**src/rtl/thread_scheduler_pkg.sv**
```systemverilog
// Shared CPU definitions used by the thread scheduler.
// Holds the per-thread run-state encoding, the default start PC and the fetch stride.
package thread_scheduler_pkg;

    typedef enum logic {
        THREAD_IDLE = 1'b0,
        THREAD_RUN  = 1'b1
    } thread_state_e;

    localparam logic [31:0] DEFAULT_RESET_PC = 32'h0000_0000;
    localparam logic [31:0] PC_STEP          = 32'd4;

endpackage

```
**src/rtl/thread_scheduler_rr_arbiter.sv**
```systemverilog
// Combinational round-robin picker.
// Grants the first requester strictly after last_i, wrapping from NUM_THREADS-1 back to 0.
module rr_arbiter #(
    parameter int NUM_THREADS  = 8,
    parameter int BITS_THREADS = $clog2(NUM_THREADS)
) (
    input  logic [NUM_THREADS-1:0]  req_i,
    input  logic [BITS_THREADS-1:0] last_i,
    output logic [NUM_THREADS-1:0]  grant_o,
    output logic                    valid_o
);

    localparam int            IW = BITS_THREADS + 1;
    localparam logic [IW-1:0] NT = IW'(NUM_THREADS);

    logic [IW-1:0] cand;

    // Offset 1..N from the last grant, so the last winner is considered last.
    always_comb begin
        grant_o = '0;
        valid_o = 1'b0;
        cand    = '0;
        for (int off = 1; off <= NUM_THREADS; off++) begin
            cand = {1'b0, last_i} + IW'(off);
            if (cand >= NT) begin
                cand = cand - NT;
            end
            if (!valid_o && req_i[cand[BITS_THREADS-1:0]]) begin
                grant_o[cand[BITS_THREADS-1:0]] = 1'b1;
                valid_o                         = 1'b1;
            end
        end
    end

endmodule

```
**src/rtl/thread_scheduler.sv**
```systemverilog
// Round-robin fetch scheduler: tracks run state, PC and in-flight status for every hardware
// thread and registers at most one fetch request per cycle.
module thread_scheduler
    import thread_scheduler_pkg::*;
#(
    parameter int                       NUM_THREADS   = 8,
    parameter int                       BITS_THREADS  = $clog2(NUM_THREADS),
    parameter int                       ADDRESS_WIDTH = 32,
    parameter logic [ADDRESS_WIDTH-1:0] RESET_PC      = ADDRESS_WIDTH'(DEFAULT_RESET_PC)
) (
    input  logic                     clk,
    input  logic                     rst,
    input  logic                     stall,
    input  logic                     start_valid,
    input  logic [BITS_THREADS-1:0]  start_tid,
    input  logic [ADDRESS_WIDTH-1:0] start_pc,
    input  logic                     halt_valid,
    input  logic [BITS_THREADS-1:0]  halt_tid,
    input  logic                     redirect_valid,
    input  logic [BITS_THREADS-1:0]  redirect_tid,
    input  logic [ADDRESS_WIDTH-1:0] redirect_pc,
    input  logic                     retire_valid,
    input  logic [BITS_THREADS-1:0]  retire_tid,
    output logic                     issue_valid,
    output logic [BITS_THREADS-1:0]  issue_tid,
    output logic [ADDRESS_WIDTH-1:0] issue_pc,
    output logic [NUM_THREADS-1:0]   active_mask
);

    thread_state_e            state_q [NUM_THREADS];
    thread_state_e            state_d [NUM_THREADS];
    logic [ADDRESS_WIDTH-1:0] pc_q    [NUM_THREADS];
    logic [ADDRESS_WIDTH-1:0] pc_d    [NUM_THREADS];
    logic [NUM_THREADS-1:0]   in_flight_q, in_flight_d;
    logic [NUM_THREADS-1:0]   halt_pending_q, halt_pending_d;
    logic [BITS_THREADS-1:0]  last_tid_q, last_tid_d;
    logic                     issue_valid_q, issue_valid_d;
    logic [BITS_THREADS-1:0]  issue_tid_q, issue_tid_d;
    logic [ADDRESS_WIDTH-1:0] issue_pc_q, issue_pc_d;

    logic [NUM_THREADS-1:0]   run_mask;
    logic [NUM_THREADS-1:0]   start_hit;
    logic [NUM_THREADS-1:0]   halt_hit;
    logic [NUM_THREADS-1:0]   redirect_hit;
    logic [NUM_THREADS-1:0]   retire_hit;
    logic [NUM_THREADS-1:0]   eligible;
    logic [NUM_THREADS-1:0]   grant;
    logic                     grant_valid;
    logic                     pick;
    logic [BITS_THREADS-1:0]  pick_tid;

    always_comb begin
        run_mask     = '0;
        start_hit    = '0;
        halt_hit     = '0;
        redirect_hit = '0;
        retire_hit   = '0;
        for (int i = 0; i < NUM_THREADS; i++) begin
            run_mask[i]     = (state_q[i] == THREAD_RUN);
            start_hit[i]    = start_valid    && (start_tid    == BITS_THREADS'(i));
            halt_hit[i]     = halt_valid     && (halt_tid     == BITS_THREADS'(i));
            redirect_hit[i] = redirect_valid && (redirect_tid == BITS_THREADS'(i));
            retire_hit[i]   = retire_valid   && (retire_tid   == BITS_THREADS'(i));
        end
    end

    // A same-cycle halt already excludes the thread, so a halt never races a pick.
    assign eligible = run_mask & ~in_flight_q & ~halt_pending_q & ~halt_hit;
    assign pick     = grant_valid && !stall;

    rr_arbiter #(
        .NUM_THREADS  (NUM_THREADS),
        .BITS_THREADS (BITS_THREADS)
    ) u_rr_arbiter (
        .req_i   (eligible),
        .last_i  (last_tid_q),
        .grant_o (grant),
        .valid_o (grant_valid)
    );

    always_comb begin
        pick_tid = '0;
        for (int i = 0; i < NUM_THREADS; i++) begin
            if (grant[i]) begin
                pick_tid = BITS_THREADS'(i);
            end
        end
    end

    // Later assignments take precedence: redirect beats the pick's PC+4, halt beats start.
    always_comb begin
        state_d        = state_q;
        pc_d           = pc_q;
        in_flight_d    = in_flight_q;
        halt_pending_d = halt_pending_q;
        last_tid_d     = last_tid_q;
        issue_valid_d  = pick;
        issue_tid_d    = issue_tid_q;
        issue_pc_d     = issue_pc_q;
        if (pick) begin
            issue_tid_d = pick_tid;
            issue_pc_d  = pc_q[pick_tid];
            last_tid_d  = pick_tid;
        end
        for (int i = 0; i < NUM_THREADS; i++) begin
            if (pick && grant[i]) begin
                in_flight_d[i] = 1'b1;
                pc_d[i]        = pc_q[i] + ADDRESS_WIDTH'(PC_STEP);
            end
            if (retire_hit[i]) begin
                in_flight_d[i] = 1'b0;
                if (halt_pending_q[i]) begin
                    state_d[i]        = THREAD_IDLE;
                    halt_pending_d[i] = 1'b0;
                end
            end
            if (redirect_hit[i]) begin
                pc_d[i] = redirect_pc;
            end
            if (start_hit[i] && !halt_hit[i] && !run_mask[i]) begin
                state_d[i] = THREAD_RUN;
                pc_d[i]    = start_pc;
            end
            if (halt_hit[i] && run_mask[i]) begin
                if (!in_flight_q[i] || retire_hit[i]) begin
                    state_d[i]        = THREAD_IDLE;
                    halt_pending_d[i] = 1'b0;
                end else begin
                    halt_pending_d[i] = 1'b1;
                end
            end
        end
    end

    always_ff @(posedge clk) begin
        if (!rst) begin
            for (int i = 0; i < NUM_THREADS; i++) begin
                state_q[i] <= (i == 0) ? THREAD_RUN : THREAD_IDLE;
                pc_q[i]    <= (i == 0) ? RESET_PC : '0;
            end
            in_flight_q    <= '0;
            halt_pending_q <= '0;
            last_tid_q     <= BITS_THREADS'(NUM_THREADS - 1);
            issue_valid_q  <= 1'b0;
            issue_tid_q    <= '0;
            issue_pc_q     <= '0;
        end else begin
            state_q        <= state_d;
            pc_q           <= pc_d;
            in_flight_q    <= in_flight_d;
            halt_pending_q <= halt_pending_d;
            last_tid_q     <= last_tid_d;
            issue_valid_q  <= issue_valid_d;
            issue_tid_q    <= issue_tid_d;
            issue_pc_q     <= issue_pc_d;
        end
    end

    assign issue_valid = issue_valid_q;
    assign issue_tid   = issue_tid_q;
    assign issue_pc    = issue_pc_q;
    assign active_mask = run_mask;

endmodule

```
**config.mk**
```make
export PLATFORM = sky130hd
export DESIGN_NAME = thread_scheduler
export DESIGN_NICKNAME = d
export VERILOG_FILES = /design/src/rtl/thread_scheduler_pkg.sv /design/src/rtl/thread_scheduler_rr_arbiter.sv /design/src/rtl/thread_scheduler.sv
export SDC_FILE = /design/constraint.sdc
export NUM_CORES = 1
export LEC_CHECK = 0
export ABC_AREA = 0
export CAP_MARGIN = 40
export CORE_MARGIN = 4
export CORE_UTILIZATION = 49
export CTS_CLUSTER_SIZE = 25
export DETAILED_ROUTE_END_ITERATION = 12
export PLACE_DENSITY = 0.78
export SYNTH_ARGS = -nofsm -noshare
export SYNTH_HDL_FRONTEND = slang
export SYNTH_SLANG_ARGS = --single-unit
```
**constraint.sdc**
```tcl
create_clock -name clk -period 6.7 [get_ports clk]
set_input_delay 1.005 -clock clk [delete_from_list [all_inputs] [get_ports clk]]
set_output_delay 1.005 -clock clk [all_outputs]
set_load 0.02 [all_outputs]
```
==> key figures <==
Status
  • Status: finished clean

Critical path
  • Worst endpoint data arrival time: 6.18 ns
  • CP bufs+invs: 2
  • Critical path's top delay family: simple AND/OR/NAND/NOR gates
  • Setup crit end kind: flop
  • Required time of the critical path: 7.15 ns
  • CP max stage cell: or4_4
  • Slowest cell delay on critical path: 0.71 ns
  • Critical path cell sequence: clkdlybuf4s50_1, and4bb_1, nor4_1, a2111oi_0, nor4_2, or4_1, nor2_1, a221o_2, or4_4, nor3_4, buf_12, mux2i_1, o221ai_1, o31a_1
  • Startpoint Class: primary input
  • Kind of critical path: primary input to flop
  • Critical Path Fanout Max: 32

Job
  • Max cap viols: 0

Synth
  • Area share of fa/ha/maj cells after synthesis: 0.7469%
  • Yosys cell types: 79
  • Post-synth EDFFs: 0
  • Share of synthesized flip-flops with an asynchronous set or reset: 0%
  • Largest family of logic cells by synthesized area: compound AO/OA/AOI/OAI gates
  • Syn Area/Cell: 7.292 sq um
  • Number of synthesis warnings: 0
  • Register area share after synthesis: 27.23%
  • Simple-gate area share of the yosys netlist: 24.01%
  • Synthesized netlist cell count: 3216
  • Post-synthesis xor/xnor area fraction: 8.477%
  • Post-synthesis mux area share: 6.109%
  • Area of the mapped netlist: 0.02345 sq mm
  • Compound-Gate Fraction of Synth Area: 27.15%
  • Synthesis-stage register bit count: 319
  • Main flop type after synthesis: dfxtp_1
  • Syn Nets: 3313

STA
  • Period minus WS final: 5.726 ns
  • Slew HR: 31.25%
  • RSZ-0062 raised after global routing: no
  • Number of setup violations in the final report: 0
  • Worst Max-Slew Pin Slew: 1.029 ns
  • Setup Skew: 0.02678 ns
  • Final critical-path share of the clock period: 85.46%
  • FMAX: 174.6 MHz
  • Hold Violations, Final: 0
  • Setup_tns: 0 ns
  • Slew Viols, Final: 0

Floorplanning
  • Die extent in x: 226.8 um
  • Initial Utilization: 49.95%
  • Core Rows: 79
  • DIE AREA: 0.05143 sq mm
  • Core ar.: 0.04695 sq mm
  • Die span in y: 226.8 um
  • Io pins: 127

Clock network
  • CTS max path bufs: 3
  • CTS tree: done
  • Clock sink count: 319
  • Clk_lat worst skew: 0.58 ns
  • Register clock-pin slew on the reported worst setup and hold paths: 0.06 ns
  • Hold Buf Count CTS: 0
  • Postcts setup bufs: 0
  • Resized cells post-CTS: 0
  • Clock Tree Root: clkbuf_16
  • Num CTS Buffers: 39
  • CTS HTree Levels: 2

Finish
  • Most common cell after layout, fill and taps aside: nor2_1
  • Commonest cells after routing, fill and taps aside: nor2_1, a211oi_1, a21oi_1, dfxtp_1, nand2_1
  • Synth-to-Final Area Change: 12.44%
  • Layout cells sized above 1: 6.893%
  • Post-route insts no fill: 3791
  • Final net count: 3245

Detailed routing
  • Routed via count: 25210
  • Routed Antenna Nets: 0
  • Routed wl met2: 39410 um
  • Met1 wire length: 35410 um
  • First-pass detailed-route iteration total: 6
  • Via-per-instance ratio: 6.649
  • Met3 routed WL: 11890 um
  • Final Routed Wirelength: 91130 um
  • Initial DRC count: 3635
  • DR DRC count: 0
  • Top routing layer used: met4
  • WL per Instance: 24.04 um

Global route
  • First-pass GRT wire length: 137500 um
  • GRT overflow: 0
  • Vias in the first global route: 22350
  • Largest net degree at the start of global routing: 74
  • Global Route Usage Sum: 34.16%
  • Antenna violations before repair: 5

Placed design
  • Port bufs: 126
  • Final HPWL DP: 62950 um
  • RD Place Congestion: 0.9918
  • Placed cell count: 3714

Power and ir drop
  • Flop pwr share: 28.7%
  • Sw frac: 46.31%
  • Internal Power: 6.312 mW
  • Clock network power share: 19.3%
  • Static leakage: 8.758 nW
  • PwrDens: 445.9 mW/mm^2
  • Combinational power share: 52.0%
  • Tot Pwr: 11.76 mW
  • Peak supply drop: 0.0004667 V
  • Psw: 5.445 mW

Hold path
  • Worst hold path class: flop to flop
## power groups by stage
stage               Clock (mW)  Sequential [mW]  Combinational [mW]
global placement             0             3.35                5.82
CTS                       2.27             3.32                5.96
floorplan                    0             3.12                4.25
finish                    2.27             3.37                6.11
global route              2.35             3.43                6.51
detailed placement           0             3.35                5.94
## cell families (layout without fill, tap and decap cells)
family / after synthesis / in the layout
buf+inv: 359 / 320
compound gates: 954 / 954
fa+ha+maj: 14 / 14
mux: 125 / 125
simple gates: 1218 / 1218
xor+xnor: 227 / 227
flops: 319 / 319
other cells: 0 / 7
## registers in the layout (all words and copies together) (netlist names)
name	count
issue_valid	1
last_tid_q	3
issue_tid	3
in_flight_q	8
halt_pending_q	8
active_mask	8
pc_q	256
issue_pc	32
## worst paths after layout
path / slack (ns) / from / end / cells past startpoint
setup reg to reg: 1.22 / last_tid_q[1]$_SDFFE_PN1P_ / issue_pc[11]$_SDFFE_PN0P_ / 14
hold reg to reg: 0.49 / in_flight_q[3]$_SDFFE_PP0P_ / in_flight_q[3]$_SDFFE_PP0P_ / 2
hold / removal: 0.49 / in_flight_q[3]$_SDFFE_PP0P_ / in_flight_q[3]$_SDFFE_PP0P_ / 2
setup / recovery: 0.97 / halt_tid[1] / issue_pc[25]$_SDFFE_PN0P_ / 14
## area by class of cell
cell class	count	area, sq um
sequential	319	6386
inverter	42	165.2
tap	607	759.5
antenna	7	17.52
multi-input combinational	2538	15710
clock inverter	15	219.0
fill	4236	20580
clock buffer	55	1127
timing repair buffer	208	1987
## through the flow
| step | utilization, % | cell area [sq um] | setup WS (ns) | hold slack (ns) |
|---|---|---|---|---|
| 3_3_place_gp | 53.06 | 24910 | 0.6357 | 0.4714 |
| 6_report | 56.16 | 26370 | 0.9740 | 0.4939 |
| 5_1_grt | 56.15 | 26360 | 0.7138 | 0.4976 |
| 3_5_place_dp | 53.26 | 25010 | 0.5754 | 0.4779 |
| 2_1_floorplan | - | 23450 | 1.882 | 0.4404 |
| 4_1_cts | 56.13 | 26350 | 1.134 | 0.4860 |
## Yosys cell counts (47+ instances only)
library cell / n / share of area [%]
nor2_1: 542 / 8.7
a211oi_1: 411 / 13
a21oi_1: 322 / 6.9
dfxtp_1: 319 / 27
nand2_1: 283 / 4.5
clkbuf_1: 220 / 3.5
xor2_1: 129 / 4.8
nand3_1: 116 / 2.5
mux2i_1: 109 / 4.7
xnor2_1: 98 / 3.7
o21ai_0: 59 / 1.3
buf_1: 50 / 0.80
and3_1: 47 / 1.3
## routing by layer
metal / vias to the layer above / GRT usage, %
met4: 0 / 14.47
met1: 11640 / 46.53
met2: 1765 / 51.82
met3: 309 / 8.234
met5: - / 0
li1: 11490 / -
## worst register-to-register path: stages (launching register included)
cell and delay [ns]:
dfxtp_1 0.45, inv_1 0.22, ha_1 0.63, inv_1 0.24, a2111oi_0 0.51, nor4_2 0.19, or4_1 0.75, nor2_1 0.45
a21oi_1 0.17, and2_1 0.38, nand3_4 0.31, buf_12 0.33, mux2i_1 0.38, o22ai_1 0.15, o31a_1 0.25
Power figures use the tool's default switching activity.
